## config.mk

```make
export PLATFORM = sky130hd
export DESIGN_NAME = pattern_seq_ctrl
export DESIGN_NICKNAME = d
export VERILOG_FILES = /design/src/rtl/pattern_seq_pkg.sv /design/src/rtl/pattern_seq_mem.sv /design/src/rtl/pattern_seq_ctrl.sv
export SDC_FILE = /design/constraint.sdc
export NUM_CORES = 1
export LEC_CHECK = 0
export CELL_PAD_IN_SITES_DETAIL_PLACEMENT = 1
export CELL_PAD_IN_SITES_GLOBAL_PLACEMENT = 2
export CORE_UTILIZATION = 43
export CTS_CLUSTER_SIZE = 28
export DETAILED_ROUTE_END_ITERATION = 8
export PLACE_DENSITY = 0.94
export SYNTH_ARGS = -nofsm -noshare
export SYNTH_HDL_FRONTEND = slang
export SYNTH_SLANG_ARGS = --single-unit
```

## constraint.sdc

```tcl
create_clock -name clk -period 9 [get_ports clk]
set_clock_uncertainty 0.15 [all_clocks]
set_input_delay 1.35 -clock clk [delete_from_list [all_inputs] [get_ports clk]]
set_output_delay 1.35 -clock clk [all_outputs]
set_load 0.01 [all_outputs]
```

## src/rtl/pattern_seq_pkg.sv

```systemverilog
// Shared types and constants for the pattern sequencer.
package pattern_seq_pkg;

    typedef enum logic [1:0] {
        S_IDLE = 2'd0,
        S_RUN  = 2'd1,
        S_HOLD = 2'd2
    } state_e;

    localparam logic [7:0] WRAP_MAX = 8'd255;

endpackage

```

## src/rtl/pattern_seq_mem.sv

```systemverilog
// LANES x DEPTH pattern store: single-bit write port, combinational column read.
module pattern_seq_mem #(
    parameter int                     LANES    = 4,
    parameter int                     DEPTH    = 20,
    parameter logic [LANES*DEPTH-1:0] PAT_INIT = '0,
    parameter int                     IW       = 5,
    parameter int                     LW       = 2
) (
    input  logic             i_clk,
    input  logic             i_rstn,
    input  logic             i_we,
    input  logic [LW-1:0]    i_lane,
    input  logic [IW-1:0]    i_addr,
    input  logic             i_data,
    input  logic [IW-1:0]    i_ridx,
    output logic [LANES-1:0] o_col
);

    localparam int AW = $clog2(LANES * DEPTH);

    logic [LANES*DEPTH-1:0] r_mem;
    logic [AW-1:0]          w_waddr;

    // Bit l*DEPTH+i holds lane l at step i.
    assign w_waddr = AW'(i_lane) * AW'(DEPTH) + AW'(i_addr);

    always_ff @(posedge i_clk or negedge i_rstn) begin
        if (!i_rstn) begin
            r_mem <= PAT_INIT;
        end else if (i_we) begin
            r_mem[w_waddr] <= i_data;
        end
    end

    for (genvar l = 0; l < LANES; l++) begin : g_col
        assign o_col[l] = r_mem[AW'(l * DEPTH) + AW'(i_ridx)];
    end

endmodule

```

## src/rtl/pattern_seq_ctrl.sv

```systemverilog
// Plays a stored per-lane bit pattern one column per clock with start/pause/stop/loop
// sequencing; the pattern can be rewritten only while idle.
module pattern_seq_ctrl
    import pattern_seq_pkg::*;
#(
    parameter int                     LANES    = 4,
    parameter int                     DEPTH    = 20,
    parameter logic [LANES*DEPTH-1:0] PAT_INIT = '0,
    localparam int                    IW       = $clog2(DEPTH),
    localparam int                    LW       = (LANES > 1) ? $clog2(LANES) : 1
) (
    input  logic             clk,
    input  logic             rstn,
    input  logic             start,
    input  logic             pause,
    input  logic             stop,
    input  logic             loop_en,
    input  logic             cfg_we,
    input  logic [LW-1:0]    cfg_lane,
    input  logic [IW-1:0]    cfg_addr,
    input  logic             cfg_data,
    output logic             cfg_err,
    output logic [LANES-1:0] out,
    output logic [IW-1:0]    idx,
    output logic             busy,
    output logic             done,
    output logic [7:0]       wrap_cnt
);

    state_e           r_state;
    logic             r_start;
    logic             r_done;
    logic             r_err;
    logic [IW-1:0]    r_idx;
    logic [LANES-1:0] r_out;
    logic [7:0]       r_wrap;

    logic             w_last;
    logic             w_cfg_ok;
    logic [IW-1:0]    w_ridx;
    logic [LANES-1:0] w_col;

    assign w_last   = (r_idx == IW'(DEPTH - 1));
    assign w_ridx   = (r_state == S_IDLE || w_last) ? '0 : r_idx + 1'b1;
    // A pending or coincident start counts as busy so a write never lands mid-load.
    assign w_cfg_ok = cfg_we && (r_state == S_IDLE) && !r_start && !start
                      && ({1'b0, cfg_addr} < (IW + 1)'(DEPTH))
                      && ({1'b0, cfg_lane} < (LW + 1)'(LANES));

    pattern_seq_mem #(
        .LANES    (LANES),
        .DEPTH    (DEPTH),
        .PAT_INIT (PAT_INIT),
        .IW       (IW),
        .LW       (LW)
    ) u_mem (
        .i_clk  (clk),
        .i_rstn (rstn),
        .i_we   (w_cfg_ok),
        .i_lane (cfg_lane),
        .i_addr (cfg_addr),
        .i_data (cfg_data),
        .i_ridx (w_ridx),
        .o_col  (w_col)
    );

    always_ff @(posedge clk or negedge rstn) begin
        if (!rstn) begin
            r_state <= S_IDLE;
            r_start <= 1'b0;
            r_idx   <= '0;
            r_out   <= '0;
            r_done  <= 1'b0;
            r_err   <= 1'b0;
            r_wrap  <= '0;
        end else begin
            r_done  <= 1'b0;
            r_err   <= cfg_we && !w_cfg_ok;
            // Start is staged one cycle so column 0 appears together with busy.
            r_start <= start && !stop && (r_state == S_IDLE);
            if (stop) begin
                r_state <= S_IDLE;
                r_idx   <= '0;
                r_out   <= '0;
            end else if (r_state == S_IDLE) begin
                if (r_start) begin
                    r_state <= S_RUN;
                    r_idx   <= '0;
                    r_out   <= w_col;
                    r_wrap  <= '0;
                end
            end else if (pause) begin
                r_state <= S_HOLD;
            end else if (w_last && !loop_en) begin
                r_state <= S_IDLE;
                r_done  <= 1'b1;
            end else begin
                // Leaving HOLD advances on the same edge, so a pause costs exactly its length.
                r_state <= S_RUN;
                r_idx   <= w_ridx;
                r_out   <= w_col;
                if (w_last && r_wrap != WRAP_MAX) begin
                    r_wrap <= r_wrap + 8'd1;
                end
            end
        end
    end

    assign cfg_err  = r_err;
    assign out      = r_out;
    assign idx      = r_idx;
    assign busy     = (r_state != S_IDLE);
    assign done     = r_done;
    assign wrap_cnt = r_wrap;

endmodule

```

==> key figures, run 1 <==
Outcome
  – Status: complete, no violations

Min path
  – Hold Path Stages: 1
  – Hold Crit Class: flop to flop
  – WHS Endpoint: u_mem.r_mem[57]
  – Hold_sp: u_mem.r_mem[57]

Synthesis
  – Synthesized area per cell: approximately 10 sq um
  – Mapped cell area: between 6000 and 7000 sq um
  – Sequential area share after synthesis: 0.416
  – Largest family of logic cells by synthesized area: multiplexers
  – Yosys cell types: 72
  – Asr flop ratio synth: 1.00
  – Post-synthesis simple-gate area fraction: 0.160
  – Seq cells post-synth: roughly 100
  – Cell count after synthesis: a little under 600
  – Mapped Nets: between 600 and 700
  – Synth Area in XOR/XNOR: 0.0129
  – Synth Area in Compound Gates: 0.109
  – Post-Synth Adder-Cell Area: 0.0278
  – YS warnings: 0
  – Mux share of post-synthesis cell area: 0.231
  – Number of synthesized flops with an enable pin: 0
  – Ys flop type: dfrtp_1

Drt
  – WL final: 16700 microns
  – Number of vias after detailed routing: between 4000 and 5000
  – Average wire per standard cell: around 21 microns
  – Vias per inst: just under 6
  – DRT iter0 DRCs: 242
  – # DRC: 0
  – Post-route antenna net violation count: 0
  – Initial DRT Pass Iterations: 5

Floorplan
  – Die Wd: around 120 microns
  – Row count: 43
  – Ports: 35
  – Die area: approximately 15000 sq um
  – Core area: between 10000 and 15000 sq um
  – Initial Util: 0.441
  – Die Ht: 121 microns

Worst setup path
  – Critical Path End Type: flop
  – Max FO, Critical Path: 8
  – Critical path required time: 9.09 ns
  – Crit Reg-Reg Endpoint: out[3]
  – Critical Path AT: 4.09 ns
  – Setup CP Type: primary input to flop
  – Reg2reg start: idx[0]
  – Startpoint types: primary input
  – FF-to-FF setup slack: 5.33 ns
  – Worst reg2reg path depth: 10

Finish
  – Share of cells above drive strength 1: 0.212
  – Most frequent cells in the layout: dfrtp_1 (102), mux2_2 (87), nor2_1 (72)
  – Fin nets: 628
  – Fin cells: about 800
  – Fill cells: ~1500
  – Register area: roughly 2600 sq um
  – Area of the multi-input gates: about 3300 sq um
  – Most common cell after layout, fill and taps aside: dfrtp_1
  – # diodes: 0
  – Area delta synth->final: 10.9%

STA
  – Setup-failing EPs final: 0
  – Worst slew pin tran: between 1 and 1.5 ns
  – Setup tns final: 0 ns
  – Final Hold Viols: 0
  – Fin. max-slew vios: 0
  – Final min period: around 4.0 ns
  – Max Freq: between 200 and 250 MHz
  – RSZ-0062 raised after global routing: no
  – Max_slew headroom: 0.163
  – Final Cycle Share: 0.445

Power
  – P per Cell Area: 154 nW/um^2
  – Leakage: roughly 2.9 nW
  – VDD IR max: 0.0000900 V

GRT
  – First-pass GRT wire length: approximately 27000 microns
  – Vias in the first global route: a little under 5000
  – Total gr overflow: 0
  – Number of antenna violations at the first check in global routing: 0
  – GRT Total Usage: 0.244
  – Largest net degree at the start of global routing: around 80

Clock network
  – Num CTS Buffers: 9
  – Worst-path clk slew: roughly 0.070 ns
  – Worst skew pair latency: 0.36 ns
  – CTS Hold Bufs: 0
  – CTS Sinks: 102
  – Setup bufs post-CTS: 0
  – Clock Path Buffers: 2
  – Htree depth: 3
  – Post-CTS sizing: 0
  – Clock root cell: clkbuf_16
  – TritonCTS clock tree: done

Placement
  – DP Wirelength: around 12000 microns
  – Gpl congestion: approximately 0.85
  – DP Cell Count: 769
  – Input/output buffers: 34

Run
  – Max cap viols: 0
[cell type report]
class                           instances  share of cell area
Multi-Input combinational cell        436               0.488
Timing Repair Buffer                   37              0.0523
Sequential cell                       102               0.376
Tap cell                              180              0.0331
Inverter                               14             0.00773
Clock buffer                           11              0.0342
Clock inverter                          5             0.00884
[kinds of logic after synthesis]
family	Yosys count
XOR/XNOR	9
flip-flops	102
buffers and inverters	48
AND/OR/NAND/NOR	201
multiplexers	124
AO/OA/AOI/OAI	89
adder cells (fa/ha/maj)	13
[critical path, cell delays in order]
cell and delay (ns):
clkdlybuf4s50_1 0.44, ha_1 0.22, inv_1 0.07, fa_1 0.27
nor2b_1 0.10, or3_1 0.35, nor2_1 0.15, a21oi_1 0.11
nor3_2 0.55, nand2_1 0.17, mux2_2 0.32
[worst max-delay path by stage]
stage                     slack, ns         from  cells after the start               to
after detailed placement       4.64  cfg_lane[1]                      7  u_mem.r_mem[17]
after global routing           4.82  cfg_lane[1]                      8  u_mem.r_mem[32]
after CTS                      5.02  cfg_lane[0]                     11   u_mem.r_mem[9]
final                          4.99  cfg_lane[0]                     11   u_mem.r_mem[9]
after floorplan                5.50  cfg_lane[0]                      7  u_mem.r_mem[72]
after global placement         4.78  cfg_lane[0]                     11   u_mem.r_mem[9]
[power breakdown]
group	internal [mW]	switching (mW)
registers	0.478	0.0124
clock network	0.216	0.176
logic	0.0612	0.101
total	0.756	0.290
[cells in the mapped netlist (12+ instances only)]
cell,n,share of area
a2bb2oi_1,17,0.024
mux2_2,87,0.16
nor2_1,72,0.044
o22ai_1,16,0.016
mux2i_1,31,0.051
clkbuf_1,13,0.0080
ha_1,12,0.024
inv_1,12,0.0073
nand2_1,66,0.040
dfrtp_1,102,0.42
[state kept, by name, indices dropped and copies added, names as in the netlist]
name	flops
idx	5
done	1
u_mem.r_mem	80
r_state	2
wrap_cnt	8
cfg_err	1
r_start	1
out	4
[metrics by stage]
| stage | instance area, sq um | hold slack, ns | util | setup slack [ns] | power (mW) |
|---|---|---|---|---|---|
| 3_3_place_gp | 6500 | 0.324 | 0.468 | 4.78 | 0.651 |
| 5_1_grt | 6800 | 0.371 | 0.490 | 4.82 | 1.09 |
| 6_report | 6800 | 0.356 | 0.490 | 4.99 | 1.05 |
| 3_5_place_dp | 6500 | 0.340 | 0.468 | 4.64 | 0.659 |
| 2_1_floorplan | 6130 | 0.315 | - | 5.50 | 0.606 |
| 4_1_cts | 6800 | 0.356 | 0.490 | 5.02 | 1.05 |
[metal layers]
metal,vias up,share of wire,global-route usage
li1,2127,-,-
met1,2382,0.44,0.313
met2,122,0.49,0.404
met3,39,0.041,0.0385
met4,0,0.028,0.105
met5,-,0,0
Note: power is estimated with default switching activity, not from simulation.
==> run 2, diff against run 1 <==
--- a/config.mk
+++ b/config.mk
@@ -7,10 +7,10 @@
 export LEC_CHECK = 0
 export CELL_PAD_IN_SITES_DETAIL_PLACEMENT = 1
 export CELL_PAD_IN_SITES_GLOBAL_PLACEMENT = 2
-export CORE_UTILIZATION = 43
+export CORE_UTILIZATION = 36
 export CTS_CLUSTER_SIZE = 28
 export DETAILED_ROUTE_END_ITERATION = 8
-export PLACE_DENSITY = 0.94
+export PLACE_DENSITY = 0.84
 export SYNTH_ARGS = -nofsm -noshare
 export SYNTH_HDL_FRONTEND = slang
 export SYNTH_SLANG_ARGS = --single-unit
==> constraint.sdc (replaced) <==
create_clock -name clk -period 3.2 [get_ports clk]
set_clock_uncertainty 0.15 [all_clocks]
set_input_delay 0.48 -clock clk [delete_from_list [all_inputs] [get_ports clk]]
set_output_delay 0.48 -clock clk [all_outputs]
set_load 0.01 [all_outputs]
==> run 2 against run 1 <==
  * Clock-buffer cell count is 2 lower
  * Via count hardly changed
  * Clock power grew to 2.8 times the previous value
  * First-iteration DRC count is 21% higher
  * Critical endpoint is now out[1]
  * Final area is 4.4% higher
  * Sequential share of layout area is 1.6 points lower
  * Die area is 19% higher
  * Global-route usage is 4.3 points lower
==> key figures, run 2 (synthesized netlist as in run 1, its figures left out) <==
STA
  – Max Freq: approximately 340 MHz
  – Hold slack final: 0.0694 ns (was 0.356 ns)
  – Setup-failing EPs final: 0 (unchanged)
  – RSZ-0062 raised after global routing: no (unchanged)
  – Fin. max-slew vios: 0 (unchanged)
  – Final min period: about 2.9 ns
  – Final Cycle Share: 0.919
  – Max_slew headroom: 0.431 (was 0.163)
  – Final Hold Viols: 0 (unchanged)
  – Worst slew pin tran: 0.846 ns (was 1.26 ns)

GRT
  – Met1 Use GR: 0.265 (was 0.313)
  – Global routing usage on met2: 0.336 (was 0.404)
  – Vias in the first global route: 5021 (was 4934)
  – Number of antenna violations at the first check in global routing: 0 (unchanged)
  – First-pass GRT wire length: 27300 microns (was 26900 microns)
  – Grt peak-use layer: met2 (unchanged)
  – Met3 GRT Util: 0.0314 (was 0.0385)
  – Largest net degree at the start of global routing: 62 (was 81)
  – Total gr overflow: 0 (unchanged)
  – GRT Total Usage: 0.200 (was 0.244)

Drt
  – Vias per inst: 5.46 (was 5.95)
  – Post-route antenna net violation count: 0 (unchanged)
  – # DRC: 0 (unchanged)
  – Number of vias after detailed routing: 4671 (was 4670)
  – DRT iter0 DRCs: 292 (was 242)
  – WL final: 16700 microns (about the same)
  – Average wire per standard cell: 19.5 microns (was 21.3 microns)
  – Initial DRT Pass Iterations: 4 (was 5)

Finish
  – Fill cells: 1876 (was 1534)
  – Largest Register: u_mem.r_mem (unchanged)
  – Area delta synth->final: 15.7% (was 10.9%)
  – # diodes: 0 (unchanged)
  – Share of cells above drive strength 1: 0.252 (was 0.212)
  – Most common cell after layout, fill and taps aside: dfrtp_1 (unchanged)
  – Fin nets: 658 (was 628)
  – Max reg flops: 80 (unchanged)
  – Most frequent cells in the layout: dfrtp_1 (102), mux2_2 (87), nor2_1 (72) (unchanged)
  – Finished Core Util: 0.428 (was 0.490)

Power
  – Total power: 2.98 mW (was 1.05 mW)
  – Combinational fraction of design power: 0.166 (was 0.155)
  – Int Power: 2.10 mW (was 0.756 mW)
  – Switching share of power: 0.295 (was 0.277)
  – P per Cell Area: 420 nW/um^2 (was 154 nW/um^2)
  – Sequential fraction of design power: 0.462 (was 0.469)
  – Leakage: 3.05 nW (was 2.89 nW)
  – Sw Pwr: 0.878 mW (was 0.290 mW)
  – Clk pwr share: 0.372 (was 0.375)
  – VDD IR max: 0.000328 V (was 0.0000900 V)

Floorplan
  – Initial Util: 0.370 (was 0.441)
  – Row count: 47 (was 43)
  – Die area: 17500 sq um (was 14700 sq um)
  – Ports: 35 (unchanged)
  – Core area: 16600 sq um (was 13900 sq um)
  – Die Ht: 132 microns (was 121 microns)
  – Die Wd: 132 microns (was 121 microns)

Worst setup path
  – Critical Path End Type: flop (unchanged)
  – Slowest cell on the critical path: mux4_2 (was nor3_2)
  – FF-to-FF setup slack: 0.26 ns (was 5.33 ns)
  – Critical path required time: 3.33 ns (was 9.09 ns)
  – Max FO, Critical Path: 23 (was 8)
  – Startpoint types: flop (was primary input)
  – Slowest stage delay, CP: 0.51 ns (was 0.55 ns)
  – Setup CP Type: flop to flop (was primary input to flop)
  – CP Cell Sequence: ha_1, nand4bb_4, nand2_2, o22ai_1, mux2_2, mux4_2, o211ai_2 (was clkdlybuf4s50_1, ha_1, inv_1, fa_1, nor2b_1, or3_1, nor2_1, a21oi_1, nor3_2, nand2_1, mux2_2)
  – Critical Path AT: 3.07 ns (was 4.09 ns)

Outcome
  – Status: complete, no violations (unchanged)

Placement
  – Gpl congestion: 0.837 (was 0.847)
  – DP Wirelength: 12100 microns (was 11700 microns)
  – Input/output buffers: 34 (unchanged)

Clock network
  – Post-CTS sizing: 0 (unchanged)
  – TritonCTS clock tree: done (unchanged)
  – Num CTS Buffers: 9 (unchanged)
  – Clock root cell: clkbuf_16 (unchanged)
  – Htree depth: 3 (unchanged)
  – Setup bufs post-CTS: 0 (unchanged)
  – Clock Path Buffers: 2 (unchanged)
  – CTS Hold Bufs: 0 (unchanged)
  – CTS Sinks: 102 (unchanged)
  – Worst-path clk slew: 0.07 ns (about the same)
  – Worst skew pair latency: 0.36 ns (about the same)

Min path
  – Hold Crit Class: primary input to asynchronous set/reset pin (was flop to flop)

Run
  – Max cap viols: 0 (unchanged)
run 2: cell count changes in the layout (fill, tap and decap cells not counted), sizes merged:
| cell | previous run | this run |
|---|---|---|
| buf | 5 | 35 |
| inv | 14 | 18 |
| clkbuf | 11 | 9 |
| bufinv | 1 | 0 |
| clkinv | 3 | 2 |
run 2: power groups by stage:
| stage | clock [mW] | combinational, mW | sequential [mW] |
|---|---|---|---|
| 2_1_floorplan | 0 | 0.311 | 1.39 |
| 3_3_place_gp | 0 | 0.478 | 1.40 |
| 3_5_place_dp | 0 | 0.492 | 1.40 |
| 4_1_cts | 1.14 | 0.495 | 1.38 |
| 5_1_grt | 1.18 | 0.535 | 1.38 |
| 6_report | 1.11 | 0.493 | 1.38 |
run 2: stage by stage:
step,worst slack [ns],setup TNS (ns),area [sq um],instances
6_report,0.258,0,7090,855
3_5_place_dp,-0.107,-1.41,6790,839
2_1_floorplan,0.298,0,6130,586
3_3_place_gp,0.00946,0,6790,839
5_1_grt,0.0761,0,7090,855
4_1_cts,0.277,0,7090,855
run 2: final cells by class:
class / instances / area (sq um) / area share
tap: 220 / 275 / 0.0388
clock buffer: 9 / 225 / 0.0318
sequential: 102 / 2550 / 0.360
timing repair buffer: 67 / 593 / 0.0836
clock inverter: 7 / 77.6 / 0.0109
inverter: 14 / 52.6 / 0.00741
multi-input combinational: 436 / 3320 / 0.468
run 2: worst max-delay path, delay by kind of cell, from the launching register on:
family,cells,cell delay [ns]
mux,2,0.87
simple gates,2,0.68
compound gates,2,0.41
fa+ha+maj,1,0.34
flops,1,0.43
run 2: final timing paths:
check / end / depth (start not counted) / from
worst max register to register: out[1] / 7 / idx[1]
worst min register to register: u_mem.r_mem[10] / 1 / u_mem.r_mem[10]
max in group asynchronous: u_mem.r_mem[4] / 2 / rstn
min in group clk: u_mem.r_mem[10] / 1 / u_mem.r_mem[10]
worst max-delay path: out[1] / 7 / idx[1]
worst min-delay path: wrap_cnt[3] / 1 / rstn
run 2: per-layer routing:
layer / up-vias / wire length (microns) / part of all wire
met5: - / 0 / 0
met4: 0 / 271 / 0.016
met3: 17 / 580 / 0.035
met2: 84 / 8160 / 0.49
met1: 2380 / 7690 / 0.46
li1: 2190 / - / -
==> run 3, diff against run 2 <==
--- a/config.mk
+++ b/config.mk
@@ -11,6 +11,7 @@
 export CTS_CLUSTER_SIZE = 28
 export DETAILED_ROUTE_END_ITERATION = 8
 export PLACE_DENSITY = 0.84
+export SETUP_SLACK_MARGIN = 0.2
 export SYNTH_ARGS = -nofsm -noshare
 export SYNTH_HDL_FRONTEND = slang
 export SYNTH_SLANG_ARGS = --single-unit
==> run 3 against run 2 <==
  * Critical path depth increased by 3
  * Via count increased by 0.26%
  * Maximum frequency increased by 0.58%
  * Critical path type is now primary input to flop
  * Largest cell class unchanged
  * Highest routed layer unchanged
==> key figures, run 3 (synthesized netlist as in run 1, its figures left out) <==
Outcome
  – Status: complete, no violations (unchanged)

Placement
  – Dpl cell area: 6790 sq um (unchanged)
  – Gpl congestion: 0.837 (unchanged)
  – DP Wirelength: 12100 microns (unchanged)
  – Pre-CTS setup slack: -0.107 ns (unchanged)
  – Input/output buffers: 34 (unchanged)

Finish
  – Area delta synth->final: 16.2% (was 15.7%)
  – Design area: 7120 sq um (was 7090 sq um)
  – Largest Register: u_mem.r_mem (unchanged)
  – Most frequent cells in the layout: dfrtp_1 (102), mux2_2 (87), nor2_1 (72) (unchanged)
  – Most common cell after layout, fill and taps aside: dfrtp_1 (unchanged)
  – # diodes: 0 (unchanged)
  – Max reg flops: 80 (unchanged)
  – Share of cells above drive strength 1: 0.257 (was 0.252)
  – Fill cells: 1872 (was 1876)
  – Fin nets: 658 (unchanged)

Power
  – P per Cell Area: 420 nW/um^2 (about the same)
  – Total power: 2.99 mW (was 2.98 mW)
  – VDD IR max: 0.000327 V (was 0.000328 V)
  – Clk pwr share: 0.372 (about the same)
  – Combinational fraction of design power: 0.167 (was 0.166)
  – Int Power: 2.10 mW (about the same)
  – Sw Pwr: 0.887 mW (was 0.878 mW)
  – Sequential fraction of design power: 0.460 (was 0.462)
  – Leakage: 3.05 nW (about the same)
  – Switching share of power: 0.297 (was 0.295)

Drt
  – Post-route antenna net violation count: 0 (unchanged)
  – Initial DRT Pass Iterations: 4 (unchanged)
  – Number of vias after detailed routing: 4683 (was 4671)
  – DRT iter0 DRCs: 251 (was 292)
  – Vias per inst: 5.48 (was 5.46)
  – # DRC: 0 (unchanged)
  – WL final: 16700 microns (about the same)
  – Average wire per standard cell: 19.5 microns (about the same)

Clock network
  – Worst-path clk slew: 0.07 ns (about the same)
  – TritonCTS clock tree: done (unchanged)
  – Clock Path Buffers: 2 (unchanged)
  – CTS Sinks: 102 (unchanged)
  – Setup bufs post-CTS: 0 (unchanged)
  – Worst skew pair latency: 0.36 ns (about the same)
  – Clock root cell: clkbuf_16 (unchanged)
  – Num CTS Buffers: 9 (unchanged)
  – Htree depth: 3 (unchanged)

GRT
  – Number of antenna violations at the first check in global routing: 0 (unchanged)
  – GRT Total Usage: 0.200 (unchanged)
  – Vias in the first global route: 5021 (unchanged)
  – Total gr overflow: 0 (unchanged)
  – First-pass GRT wire length: 27300 microns (unchanged)
  – Largest net degree at the start of global routing: 62 (unchanged)

Floorplan
  – Row count: 47 (unchanged)
  – Initial Util: 0.370 (unchanged)
  – Ports: 35 (unchanged)
  – Die area: 17500 sq um (unchanged)
  – Die Ht: 132 microns (unchanged)
  – Core area: 16600 sq um (unchanged)
  – Die Wd: 132 microns (unchanged)

STA
  – Final Hold Viols: 0 (unchanged)
  – PnR worst setup slack: 0.275 ns (was 0.258 ns)
  – Fin. max-slew vios: 0 (unchanged)
  – RSZ-0062 raised after global routing: yes (was no)
  – Setup-failing EPs final: 0 (unchanged)
  – Final Cycle Share: 0.914 (was 0.919)
  – Max Freq: 342 MHz (was 340 MHz)
  – Worst slew pin tran: 0.817 ns (was 0.846 ns)
  – Max_slew headroom: 0.456 (was 0.431)
  – Final min period: 2.92 ns (was 2.94 ns)

Worst setup path
  – Critical Path End Type: flop (unchanged)
  – Critical path required time: 3.29 ns (was 3.33 ns)
  – Critical Path AT: 3.02 ns (was 3.07 ns)
  – Setup CP Type: primary input to flop (was flop to flop)
  – Max FO, Critical Path: 8 (was 23)
  – Startpoint types: primary input (was flop)

Run
  – Max cap viols: 0 (unchanged)

Min path
  – Hold Crit Class: primary input to asynchronous set/reset pin (unchanged)
==> run 3: cell counts in the layout (fill, tap and decap cells not counted) <==
Identical to the previous run, type by type.
==> run 3: cell type report <==
cell class | count | area [sq um] | area share
repair buffers | 67 | 593 | 0.0833
well taps | 220 | 275 | 0.0386
clock buffers | 9 | 225 | 0.0316
inverters | 14 | 52.6 | 0.00738
multi-input cells | 436 | 3350 | 0.470
clock inverters | 7 | 77.6 | 0.0109
flip-flops and latches | 102 | 2550 | 0.358
==> run 3: worst max-delay path, stage by stage <==
cell	delay (ns)
clkdlybuf4s50_1	0.49
ha_1	0.17
inv_1	0.06
fa_1	0.42
buf_4	0.17
xor2_1	0.41
nand3_1	0.13
buf_4	0.20
nor2_1	0.14
mux2_2	0.34
==> run 3: worst paths after layout <==
kind / startpoint / end / slack (ns) / cells past startpoint
hold reg to reg: u_mem.r_mem[10] / u_mem.r_mem[10] / 0.36 / 1
hold / removal: rstn / wrap_cnt[3] / 0.07 / 1
max in group asynchronous: rstn / u_mem.r_mem[4] / 2.10 / 2
min in group clk: u_mem.r_mem[10] / u_mem.r_mem[10] / 0.36 / 1
setup / recovery: cfg_lane[0] / u_mem.r_mem[4] / 0.28 / 10
setup reg to reg: idx[0] / out[1] / 0.33 / 8
==> run 3: what timing repair did <==
item | 4_1_cts | 5_1_grt
hold buffers | 0 | 0
resized for setup | 0 | 6
endpoints found under the hold margin | 0 | 0
setup endpoints to repair | 0 | 23
==> run 3: layer usage <==
layer  routed length, microns  global-route usage  vias up
li1                         -                   -     2189
met1                     7670               0.265     2395
met2                     8190               0.336       80
met3                      543              0.0314       19
met4                      280              0.0645        0
met5                        0                   0        -
==> run 3: per-stage QoR <==
step,hold WS [ns],std cells,setup TNS [ns],util
global placement,0.327,839,0,0.409
global route,0.139,855,0,0.430
detailed placement,0.344,839,-1.41,0.409
CTS,0.0902,855,0,0.428
finish,0.0661,855,0,0.430
floorplan,0.0344,586,0,-
==> run 3: power by group through the flow <==
stage | combinational, mW | clock (mW) | sequential (mW)
after CTS | 0.495 | 1.14 | 1.38
final | 0.501 | 1.11 | 1.38
after global routing | 0.544 | 1.18 | 1.38
after detailed placement | 0.492 | 0 | 1.40
after floorplan | 0.311 | 0 | 1.39
after global placement | 0.478 | 0 | 1.40
